--- config.mk ---
export PLATFORM = sky130hd
export DESIGN_NAME = bus_loader
export DESIGN_NICKNAME = d
export VERILOG_FILES = /design/src/rtl/bus_loader.sv
export SDC_FILE = /design/constraint.sdc
export NUM_CORES = 1
export LEC_CHECK = 0
export CORE_MARGIN = 5
export CORE_UTILIZATION = 40
export DETAILED_ROUTE_END_ITERATION = 6
export HOLD_SLACK_MARGIN = 0.03
export PLACE_DENSITY = 0.67
export SYNTH_ARGS = -nofsm -noshare
export SYNTH_HDL_FRONTEND = slang
export SYNTH_SLANG_ARGS = --single-unit
--- constraint.sdc ---
create_clock -name clock -period 3.5 [get_ports clock]
set_input_delay 0.525 -clock clock [delete_from_list [all_inputs] [get_ports clock]]
set_output_delay 0.525 -clock clock [all_outputs]
set_load 0.05 [all_outputs]
--- src/rtl/bus_loader.sv ---
// ---------------------------------------------------------------------------
// bus_loader
// Bus initiator for the TRS-80 memory bus. While a session runs, the CPU is
// held off and this block drives Z80-style memory cycles into the
// address-decode / chip-select logic.
//   mode 0 (write/load): bytes from the s_* download channel are written to
//                        memory starting at base_addr.
//   mode 1 (read/verify): memory is read back and streamed out on m_*.
// In both modes checksum accumulates the sum mod 256 of every byte moved.
//
// Ports
//   clock, reset          system clock, synchronous active-high reset
//   start, mode           session start pulse, direction (sampled at start)
//   base_addr, length     first address and byte count (sampled at start)
//   s_data/s_valid/s_ready  write-mode source stream
//   m_data/m_valid/m_ready  read-mode sink stream
//   bus_mreq_n/wr_n/rd_n  active-low memory request and strobes
//   bus_addr, bus_dout    bus address and write data
//   bus_din               read data from the chip-select mux
//   cpu_hold, busy        high for the whole session
//   done                  one-clock pulse at the end of a session
//   checksum              running byte sum of the current/last session
// ---------------------------------------------------------------------------
module bus_loader #(
  parameter int ACCESS_CYCLES = 3,
  parameter int ADDR_W        = 16
) (
  input  logic              clock,
  input  logic              reset,
  input  logic              start,
  input  logic              mode,
  input  logic [ADDR_W-1:0] base_addr,
  input  logic [15:0]       length,
  input  logic [7:0]        s_data,
  input  logic              s_valid,
  output logic              s_ready,
  output logic [7:0]        m_data,
  output logic              m_valid,
  input  logic              m_ready,
  output logic              bus_mreq_n,
  output logic              bus_wr_n,
  output logic              bus_rd_n,
  output logic [ADDR_W-1:0] bus_addr,
  output logic [7:0]        bus_dout,
  input  logic [7:0]        bus_din,
  output logic              cpu_hold,
  output logic              busy,
  output logic              done,
  output logic [7:0]        checksum
);

  typedef enum logic [2:0] {
    ST_IDLE    = 3'd0,
    ST_FETCH   = 3'd1,
    ST_ACCESS  = 3'd2,
    ST_DELIVER = 3'd3,
    ST_RELEASE = 3'd4,
    ST_DONE    = 3'd5
  } state_t;

  // Strobe counter terminal value: strobes are low for counts 0..ACC_LAST.
  localparam logic [3:0]        ACC_LAST = 4'(ACCESS_CYCLES - 1);
  localparam logic [ADDR_W-1:0] ADDR_ONE = ADDR_W'(1);

  state_t      state_r;
  logic        mode_r;
  logic [15:0] remaining_r;
  logic [3:0]  acc_cnt_r;

  // Source is only accepted while waiting for a write byte.
  assign s_ready = (state_r == ST_FETCH) && (mode_r == 1'b0);

  // Session sequencer: state, bus cycle outputs, stream outputs and checksum.
  always_ff @(posedge clock) begin
    if (reset) begin
      state_r     <= ST_IDLE;
      mode_r      <= 1'b0;
      remaining_r <= 16'd0;
      acc_cnt_r   <= 4'd0;
      bus_mreq_n  <= 1'b1;
      bus_wr_n    <= 1'b1;
      bus_rd_n    <= 1'b1;
      bus_addr    <= '0;
      bus_dout    <= 8'd0;
      m_data      <= 8'd0;
      m_valid     <= 1'b0;
      cpu_hold    <= 1'b0;
      busy        <= 1'b0;
      done        <= 1'b0;
      checksum    <= 8'd0;
    end else begin
      done <= 1'b0;
      case (state_r)
        ST_IDLE: begin
          // busy still high here means the done pulse is showing; the
          // session ends on this clock and start stays ignored until then.
          if (busy) begin
            busy     <= 1'b0;
            cpu_hold <= 1'b0;
          end else if (start) begin
            mode_r      <= mode;
            bus_addr    <= base_addr;
            remaining_r <= length;
            checksum    <= 8'd0;
            busy        <= 1'b1;
            cpu_hold    <= 1'b1;
            state_r     <= (length == 16'd0) ? ST_DONE : ST_FETCH;
          end
        end
        ST_FETCH: begin
          // Address has been stable since IDLE/RELEASE, so strobes may fall
          // on the transition into ACCESS.
          if (mode_r) begin
            bus_mreq_n <= 1'b0;
            bus_rd_n   <= 1'b0;
            acc_cnt_r  <= 4'd0;
            state_r    <= ST_ACCESS;
          end else if (s_valid) begin
            bus_dout   <= s_data;
            checksum   <= checksum + s_data;
            bus_mreq_n <= 1'b0;
            bus_wr_n   <= 1'b0;
            acc_cnt_r  <= 4'd0;
            state_r    <= ST_ACCESS;
          end
        end
        ST_ACCESS: begin
          if (acc_cnt_r == ACC_LAST) begin
            bus_mreq_n <= 1'b1;
            bus_wr_n   <= 1'b1;
            bus_rd_n   <= 1'b1;
            if (mode_r) begin
              m_data   <= bus_din;
              checksum <= checksum + bus_din;
              m_valid  <= 1'b1;
              state_r  <= ST_DELIVER;
            end else begin
              state_r  <= ST_RELEASE;
            end
          end else begin
            acc_cnt_r <= acc_cnt_r + 4'd1;
          end
        end
        ST_DELIVER: begin
          if (m_ready) begin
            m_valid <= 1'b0;
            state_r <= ST_RELEASE;
          end
        end
        ST_RELEASE: begin
          bus_addr    <= bus_addr + ADDR_ONE;
          remaining_r <= remaining_r - 16'd1;
          state_r     <= (remaining_r == 16'd1) ? ST_DONE : ST_FETCH;
        end
        ST_DONE: begin
          done    <= 1'b1;
          state_r <= ST_IDLE;
        end
        default: begin
          bus_mreq_n <= 1'b1;
          bus_wr_n   <= 1'b1;
          bus_rd_n   <= 1'b1;
          m_valid    <= 1'b0;
          state_r    <= ST_IDLE;
        end
      endcase
    end
  end

endmodule

* Yosys cells after proc, flatten, opt, wreduce, memory -nomap -nowiden *
Index checks and enable logic that the tools add are counted.

cells by class
  reduce and logical (&&, ||, !) cells = 21
  add/sub/neg operators = 5
  bitwise operators = 4
  equality and inequality tests = 17
  muxes and demuxes = 44

operators with widths
  cell                   count
  $mux 16                4
  $pmux 16 s2            2
  $mux 8                 6
  $mux 3                 9
  $pmux 8 s3             1
  $reduce_and 3->1       7
  $ne 2x2->1 const B     9
  $add 16x1->16 const B  1
  $add 8x8->8            2
  $eq 16x1->1 const B    1
  $logic_not 16->1       1
  $sub 16x1->16 const B  1
  $pmux 3 s5             1
  $mux 1                 13
  $mux 4                 3
  $pmux 1 s3             4
  $pmux 4 s2             1
  $reduce_and 4->1       2
  $reduce_or 4->1        2
  $reduce_and 7->1       1
  $eq 3x2->1 const B     2
  $eq 3x3->1 const B     2
  $reduce_bool 2->1      3
  $reduce_and 5->1       1
  other kinds (9)        12

storage, ports and cells
  output and inout bits = 48
  bits in registers = 71

* Longest topological paths before layout *
Gate-level depths: netlist of the first run.

  depth in word-level cells = 5
  mapped depth = 13

* Worst setup path after synthesis of the first run *
No wires, ideal clock.

  path kind = register -> register
  from = register state_r[1]
  to = register checksum[6]
  stages on the path, launching flop included = 13
  library setup time = 87 ps
  arrival time = 2316 ps
  path buffers = 1
  path slack = 1097 ps
  required time = 3413 ps
  period minus slack after synthesis = 2403 ps
  cells stage by stage = dfxtp_1 buf_2 nor3b_2 nand2_1 nand2_1 ha_1 inv_1 fa_1 nor2b_1 o31a_1 o21a_1 nor3_1 o31ai_1

on the way
  cells in the longest elaborated chain, start to end = 3
  elaborated cells between the ends (all ways) = 12
  those cells by class = eq/ne (8); mux (1); reduce/logical (3)

ends and longest elaborated chain
  what                                                              line  RTL
  from (decl)                                                       65    state_t state_r;
  from (signal assigned)                                            107   state_r <= (length == 16'd0) ? ST_DONE : ST_FETCH;
  from (signal assigned)                                            153   state_r <= (remaining_r == 16'd1) ? ST_DONE : ST_FETCH;
  $eq 3x1->1 (tied with other cells)                                93    case (state_r)
  $ne 2x2->1 (no source line) or $reduce_bool 3->1 (tied branches)  n/a
  $reduce_and 7->1 (no source line)                                 n/a
  to (signal assigned)                                              120   checksum <= checksum + s_data;
  to (signal assigned)                                              134   checksum <= checksum + bus_din;
  to (decl)                                                         49    output logic [7:0] checksum

Parallel ways exist; a longest one is shown, timed or not.
A chain may end at the register's enable or synchronous reset.

* Worst setup path after layout of the first run *
Ends and elaborated chain as after synthesis.

==> impl_metrics.py, run 1 <==
metrics = {
    "pwr": {
        "pwr-share-comb_pct": 29.8,
        "seq_power_share_pct": 39.1,
        "p_sw_share_pct": 34.8,
        "p_switching_uw": 854,
        "p_clk_share_pct": 31.0,
        "p_leak_nw": 2.03,
        "power_density_nw_per_um2": 460,
        "ir_drop_uv": 212,
        "intPower_mw": 1.60,
    },
    "clock_network": {
        "root_buffer": "clkbuf_8",
        "post-cts-setup-buffer-count": 0,
        "cts.sinks": 71,
        "cts_tree": "built",
        "cts_hold_buf": 0,
        "cts_htree_levels": 3,
        "clockBufferDepth": 2,
        "cts-resized-gates": 0,
        "path_clk_slew_ns": 0.08,
        "numCtsBuffers": 9,
        "clock_latency_ns": 0.34,
    },
    "synth": {
        "synthAdderAreaFrac_pct": 4.24,
        "yosys_warnings": 0,
        "syn-mean-instance-area_sq_um": 7.88,
        "synth_top_family_by_area": "simple AND/OR/NAND/NOR gates",
        "ys_seq_area_share_pct": 35.4,
        "ys.flop_type": "dfxtp_1",
        "syn_inst": 509,
        "yosys.area.top_type_share_pct": 35.4,
        "synth_compound_area_share_pct": 23.1,
        "synthesis.area_sq_um": 4010,
        "synth_edf_count": 0,
        "synthSimpleGateAreaFrac_pct": 27.2,
        "synth_async_sr_flop_share_pct": 0,
        "synthTopCellsByArea": "dfxtp_1 (35%), nand2_1 (5.6%), a21oi_1 (5.5%)",
        "synth_xor_area_share_pct": 0.873,
        "synth_top_area_cell": "dfxtp_1",
        "synthesis.nets": 576,
        "synthMuxAreaShare_pct": 4.24,
        "synth.distinct_cells": 63,
        "yosys_register_bits": 71,
    },
    "timing": {
        "timing.fmax_mhz": 338,
        "period_needed_ns": 2.96,
        "finalMaxSlewViolations": 0,
        "hold_viol": 0,
        "relSlewSlack_pct": 34.2,
        "tightestPinTransition_ns": 0.987,
        "rsz0062_at_grt": "no",
        "fin_crit_sh_pct": 84.5,
        "final-setup-viol-count": 0,
        "skew_ns": 0.0122,
        "tns_ns": 0,
    },
    "route": {
        "wl_per_cell_um": 15.7,
        "routed_via_density": 5.54,
        "drt_iter0_markers": 165,
        "firstDrtPassIters": 5,
        "drtAntennaViolNets": 0,
        "totalWireLength_um": 11500,
        "vias": 4064,
        "drc": 0,
    },
    "placed_design": {
        "io_buffers": 101,
        "dp.cells": 718,
        "place.gp.congestion": 0.837,
        "place_hpwl_um": 8150,
    },
    "cells_and_area": {
        "fillers": 967,
        "antenna_cells": 0,
        "drive_gt1_share_pct": 5.82,
        "final_cells": 734,
        "layout.nets": 663,
        "ff_latch_area_sq_um": 1420,
        "area.growth.synth_to_final_pct": 33.0,
        "multi_input_area_sq_um": 2400,
    },
    "run": {
        "cap_violations": 0,
    },
    "setup_path": {
        "r2r-start": "state_r[1]$_SDFFE_PP0P_",
        "ff2ff_setup_slack_ns": 0.54,
        "start_kind": "register",
        "cp-end-kind": "register",
        "crit_fanout": 16,
        "startpoint": "state_r[1]$_SDFFE_PP0P_",
        "worst_ep_arrival_time_ns": 3.20,
        "required_ns": 3.74,
        "crit_type": "register to register",
    },
    "floorplan": {
        "io_pins": 102,
        "initial_utilization_pct": 41.0,
        "num_rows": 36,
        "fp.dieW_um": 110,
        "die_area_sq_um": 12100,
        "die_h_um": 110,
        "core_area_sq_um": 9770,
    },
    "hold_path": {
        "min-delay-start": "bus_wr_n$_SDFFE_PP1P_",
        "min_path_type": "register to register",
    },
    "global_routing": {
        "grt_overflow_total": 0,
        "grt_pass1_wl_um": 18500,
        "antenna_found_initial": 0,
        "grt_max_degree": 52,
        "grt_use_total_pct": 18.9,
        "grt_pass1_vias": 3891,
    },
    "status": {
        "status": "complete, no violations",
    },
}
-- cell usage in the layout, fill, tap and decap left out, types with 4 or more instances in the layout --
cell type	instances
ha_1	12
a22oi_1	6
a31oi_1	11
dfxtp_1	71
o21a_1	5
clkbuf_8	11
and3_1	4
a21o_1	8
nor2b_1	5
nand2_1	60
or3_1	6
nor3_1	10
inv_1	13
or4_1	6
nand3b_1	7
nand4_1	9
nand2b_1	7
nor2_1	51
o21ai_0	30
a211oi_1	11
nor4_1	7
buf_4	8
nand3_1	16
clkdlybuf4s50_1	100
mux2i_1	17
o22ai_1	4
o31ai_1	5
a21oi_1	44
-- sequential cells by signal (all words and copies together) (netlist names) --
register     cells
checksum         8
bus_dout         8
bus_addr        16
acc_cnt_r        4
remaining_r     16
state_r          3
bus_wr_n         1
bus_mreq_n       1
done             1
mode_r           1
m_data           8
bus_rd_n         1
busy             1
m_valid          1
cpu_hold         1
-- synth_stat cells, types with 6 or more instances --
cell type	instances
nand2b_1	7
nor3_1	10
a22oi_1	6
or3_1	6
or4_1	6
inv_1	13
nand2_1	60
nand3_1	16
nor2_1	51
nand3b_1	7
a21oi_1	44
o21ai_0	30
clkbuf_1	25
mux2i_1	17
nor4_1	7
ha_1	12
nand4_1	9
a31oi_1	11
a211oi_1	11
dfxtp_1	71
a21o_1	8
-- worst max-delay path, stage by stage, from the launching register on --
cell     delay [ns]
dfxtp_1        0.61
nor3b_2        0.66
nand2_1        0.11
nand2_1        0.08
ha_1           0.15
inv_1          0.06
fa_1           0.38
nor2b_1        0.23
o31a_1         0.18
o21a_1         0.13
nor3_1         0.05
o31ai_1        0.23
-- final timing paths --
path                                    to  depth (start not counted)
setup reg to reg  checksum[6]$_SDFFE_PP0P_                         11
hold / removal       bus_wr_n$_SDFFE_PP1P_                          1
hold reg to reg      bus_wr_n$_SDFFE_PP1P_                          1
setup / recovery  checksum[6]$_SDFFE_PP0P_                         11
-- layer usage --
metal  vias to the layer above  wire (um)  GRT usage (%)  share of wire, %
li1                       2029          -              -                 -
met1                      1915       5350           25.0                46
met3                        18        492           3.67               4.3
met5                         -          0              0                 0
met2                       102       5490           30.6                48
met4                         0        199           7.04               1.7
-- stage by stage --
step | area (sq um) | hold WS (ns) | total power [mW] | setup slack [ns] | utilization (%)
4_1_cts | 5340 | 0.468 | 2.47 | 0.534 | 54.6
3_3_place_gp | 5100 | 0.435 | 1.70 | 0.751 | 52.2
6_report | 5340 | 0.461 | 2.46 | 0.541 | 54.6
3_5_place_dp | 5100 | 0.447 | 1.71 | 0.546 | 52.2
2_1_floorplan | 4010 | 0.438 | 1.46 | 1.10 | -
5_1_grt | 5340 | 0.485 | 2.59 | 0.245 | 54.6
-- cells by family after synthesis --
family          after synthesis
simple gates                210
compound gates              148
flops                        71
buf+inv                      46
mux                          17
fa+ha+maj                    13
xor+xnor                      4
-- cell type report --
| type | instances | area share (%) |
|---|---|---|
| well taps | 133 | 3.12 |
| flip-flops and latches | 71 | 26.6 |
| multi-input cells | 392 | 45.0 |
| clock buffers | 12 | 2.91 |
| clock inverters | 4 | 1.43 |
| repair buffers | 109 | 20.0 |
| inverters | 13 | 0.915 |
-- power by group through the flow --
stage / sequential (mW) / clock [mW] / combinational (mW)
final: 0.961 / 0.763 / 0.732
after global routing: 0.974 / 0.822 / 0.794
after CTS: 0.961 / 0.774 / 0.733
after detailed placement: 0.978 / 0 / 0.729
after global placement: 0.976 / 0 / 0.720
after floorplan: 1.08 / 0 / 0.377
Power figures use the tool's default switching activity.
==> inputs of run 2 (changes only) <==
- clock period: 3.5 -> 2.8 ns (I/O delays scaled with it)
==> run 2 against run 1 <==
Net effect: via count grew 1.7%; sequential cell count is the same; sequential power grew 24%; critical path depth shrank 7; highest routed layer unchanged; sequential share of layout area shrank 0.081 points.
==> impl_metrics.py, run 2 (same netlist as run 1, synthesis figures left out) <==
metrics = {
    "status": {
        "status": "complete, no violations",
    },
    "clock_network": {
        "cts_tree": "built",
        "cts_htree_levels": 3,
        "clockBufferDepth": 2,
        "cts.sinks": 71,
        "cts_hold_buf": 0,
        "cts-resized-gates": 0,
        "clock_latency_ns": 0.34,
        "root_buffer": "clkbuf_8",
        "numCtsBuffers": 9,
        "post-cts-setup-buffer-count": 0,
        "path_clk_slew_ns": 0.08,
    },
    "setup_path": {
        "crit_fanout": 15,
        "ff2ff_setup_slack_ns": 0.34,
        "worst_ep_arrival_time_ns": 2.12,
        "crit_type": "register to primary output",
        "required_ns": 2.38,
        "r2r-start": "state_r[2]$_SDFFE_PP0P_",
        "start_kind": "register",
        "cp-end-kind": "primary output",
        "r2r_cells": 12,
        "reg2reg_to": "checksum[6]$_SDFFE_PP0P_",
    },
    "floorplan": {
        "num_rows": 36,
        "fp.dieW_um": 110,
        "io_pins": 102,
        "die_area_sq_um": 12100,
        "core_area_sq_um": 9770,
        "die_h_um": 110,
        "initial_utilization_pct": 41.0,
    },
    "pwr": {
        "ir_drop_uv": 282,
        "seq_power_share_pct": 39.5,
        "intPower_mw": 1.95,
        "p_leak_nw": 2.04,
        "p_switching_mw": 1.07,
        "p_clk_share_pct": 29.4,
        "power_density_nw_per_um2": 564,
        "p_sw_share_pct": 35.4,
        "pwr-share-comb_pct": 31.1,
    },
    "cells_and_area": {
        "area.growth.synth_to_final_pct": 33.4,
        "layout_common_cells": "clkdlybuf4s50_1 (100), dfxtp_1 (71), nand2_1 (60)",
        "layout.nets": 668,
        "antenna_cells": 0,
        "stdcell_area_sq_um": 5350,
        "fillers": 949,
        "layout.cells.most_common": "clkdlybuf4s50_1",
        "drive_gt1_share_pct": 6.61,
        "top_regs": "bus_addr (16), remaining_r (16)",
    },
    "route": {
        "wl_per_cell_um": 15.5,
        "drc": 0,
        "vias": 4134,
        "routed_via_density": 5.60,
        "drt_iter0_markers": 238,
        "drtAntennaViolNets": 0,
        "totalWireLength_um": 11500,
        "firstDrtPassIters": 5,
    },
    "timing": {
        "fin_crit_sh_pct": 90.6,
        "tightestPinTransition_ns": 0.790,
        "postLayoutSetupSlackWorst_ns": 0.264,
        "skew_ns": 0.00985,
        "holdWs_ns": 0.457,
        "final-setup-viol-count": 0,
        "hold_viol": 0,
        "timing.fmax_mhz": 394,
        "relSlewSlack_pct": 46.6,
        "finalMaxSlewViolations": 0,
        "period_needed_ns": 2.54,
        "rsz0062_at_grt": "no",
        "tns_ns": 0,
    },
    "hold_path": {
        "min_to": "bus_mreq_n$_SDFFE_PP1P_",
        "hold_depth": 1,
        "min_path_type": "register to register",
        "min-delay-start": "bus_mreq_n$_SDFFE_PP1P_",
    },
    "global_routing": {
        "grt_max_degree": 42,
        "grt_use_total_pct": 18.4,
        "grt_overflow_total": 0,
        "grt_pass1_wl_um": 18000,
        "grt_pass1_vias": 3736,
        "antenna_found_initial": 0,
    },
    "placed_design": {
        "io_buffers": 101,
        "place.gp.congestion": 0.918,
        "place_hpwl_um": 8200,
        "post_dp_cell_area_sq_um": 5140,
        "place_ws_ns": 0.301,
    },
    "run": {
        "cap_violations": 0,
    },
}
run 2: changes by cell type in the layout (fill, tap and decap cells not counted), sizes merged:
cell / before / now
clkinv: 0 / 3
buf: 9 / 14
inv: 14 / 13
clkbuf: 12 / 9
run 2: worst max-delay path, stage by stage (launching register included):
cell             delay (ns)
dfxtp_1                0.38
buf_4                  0.22
nand2b_1               0.15
nor3_1                 0.19
clkdlybuf4s50_1        0.84
run 2: per-layer routing:
metal / global-route usage, % / vias to the layer above / part of all wire [%]
li1: - / 2048 / -
met1: 24.8 / 1946 / 46
met2: 29.5 / 125 / 47
met3: 2.91 / 15 / 5.2
met4: 6.95 / 0 / 1.8
met5: 0 / - / 0
run 2: final cells by class:
type / count / area (sq um) / share of cell area (%)
timing repair buffer: 114 / 1100 / 20.6
clock inverter: 6 / 86.3 / 1.61
sequential: 71 / 1420 / 26.6
multi-input combinational: 392 / 2400 / 44.9
inverter: 13 / 48.8 / 0.912
clock buffer: 9 / 124 / 2.31
tap: 133 / 166 / 3.11
run 2: through the flow:
| stage | cells | power (mW) | utilization (%) |
|---|---|---|---|
| after floorplan | 509 | 1.82 | - |
| after global placement | 723 | 2.13 | 52.6 |
| after detailed placement | 723 | 2.15 | 52.6 |
| after CTS | 738 | 3.04 | 54.7 |
| after global routing | 738 | 3.17 | 54.7 |
| final | 738 | 3.02 | 54.7 |
run 2: worst max path at each step:
stage	cells past startpoint	from	slack [ns]	end
2_1_floorplan	12	state_r[1]$_SDFFE_PP0P_	0.40	checksum[6]$_SDFFE_PP0P_
3_3_place_gp	6	start	0.35	checksum[2]$_SDFFE_PP0P_
3_5_place_dp	6	start	0.30	checksum[2]$_SDFFE_PP0P_
4_1_cts	4	state_r[0]$_SDFFE_PP0P_	0.24	s_ready
5_1_grt	4	state_r[0]$_SDFFE_PP0P_	0.14	s_ready
6_report	4	state_r[0]$_SDFFE_PP0P_	0.26	s_ready
run 2: power groups by stage:
stage / clock network [mW] / logic (mW) / registers [mW]
3_3_place_gp: 0 / 0.923 / 1.21
6_report: 0.887 / 0.939 / 1.19
2_1_floorplan: 0 / 0.472 / 1.35
3_5_place_dp: 0 / 0.933 / 1.21
4_1_cts: 0.914 / 0.938 / 1.19
5_1_grt: 0.949 / 1.01 / 1.21
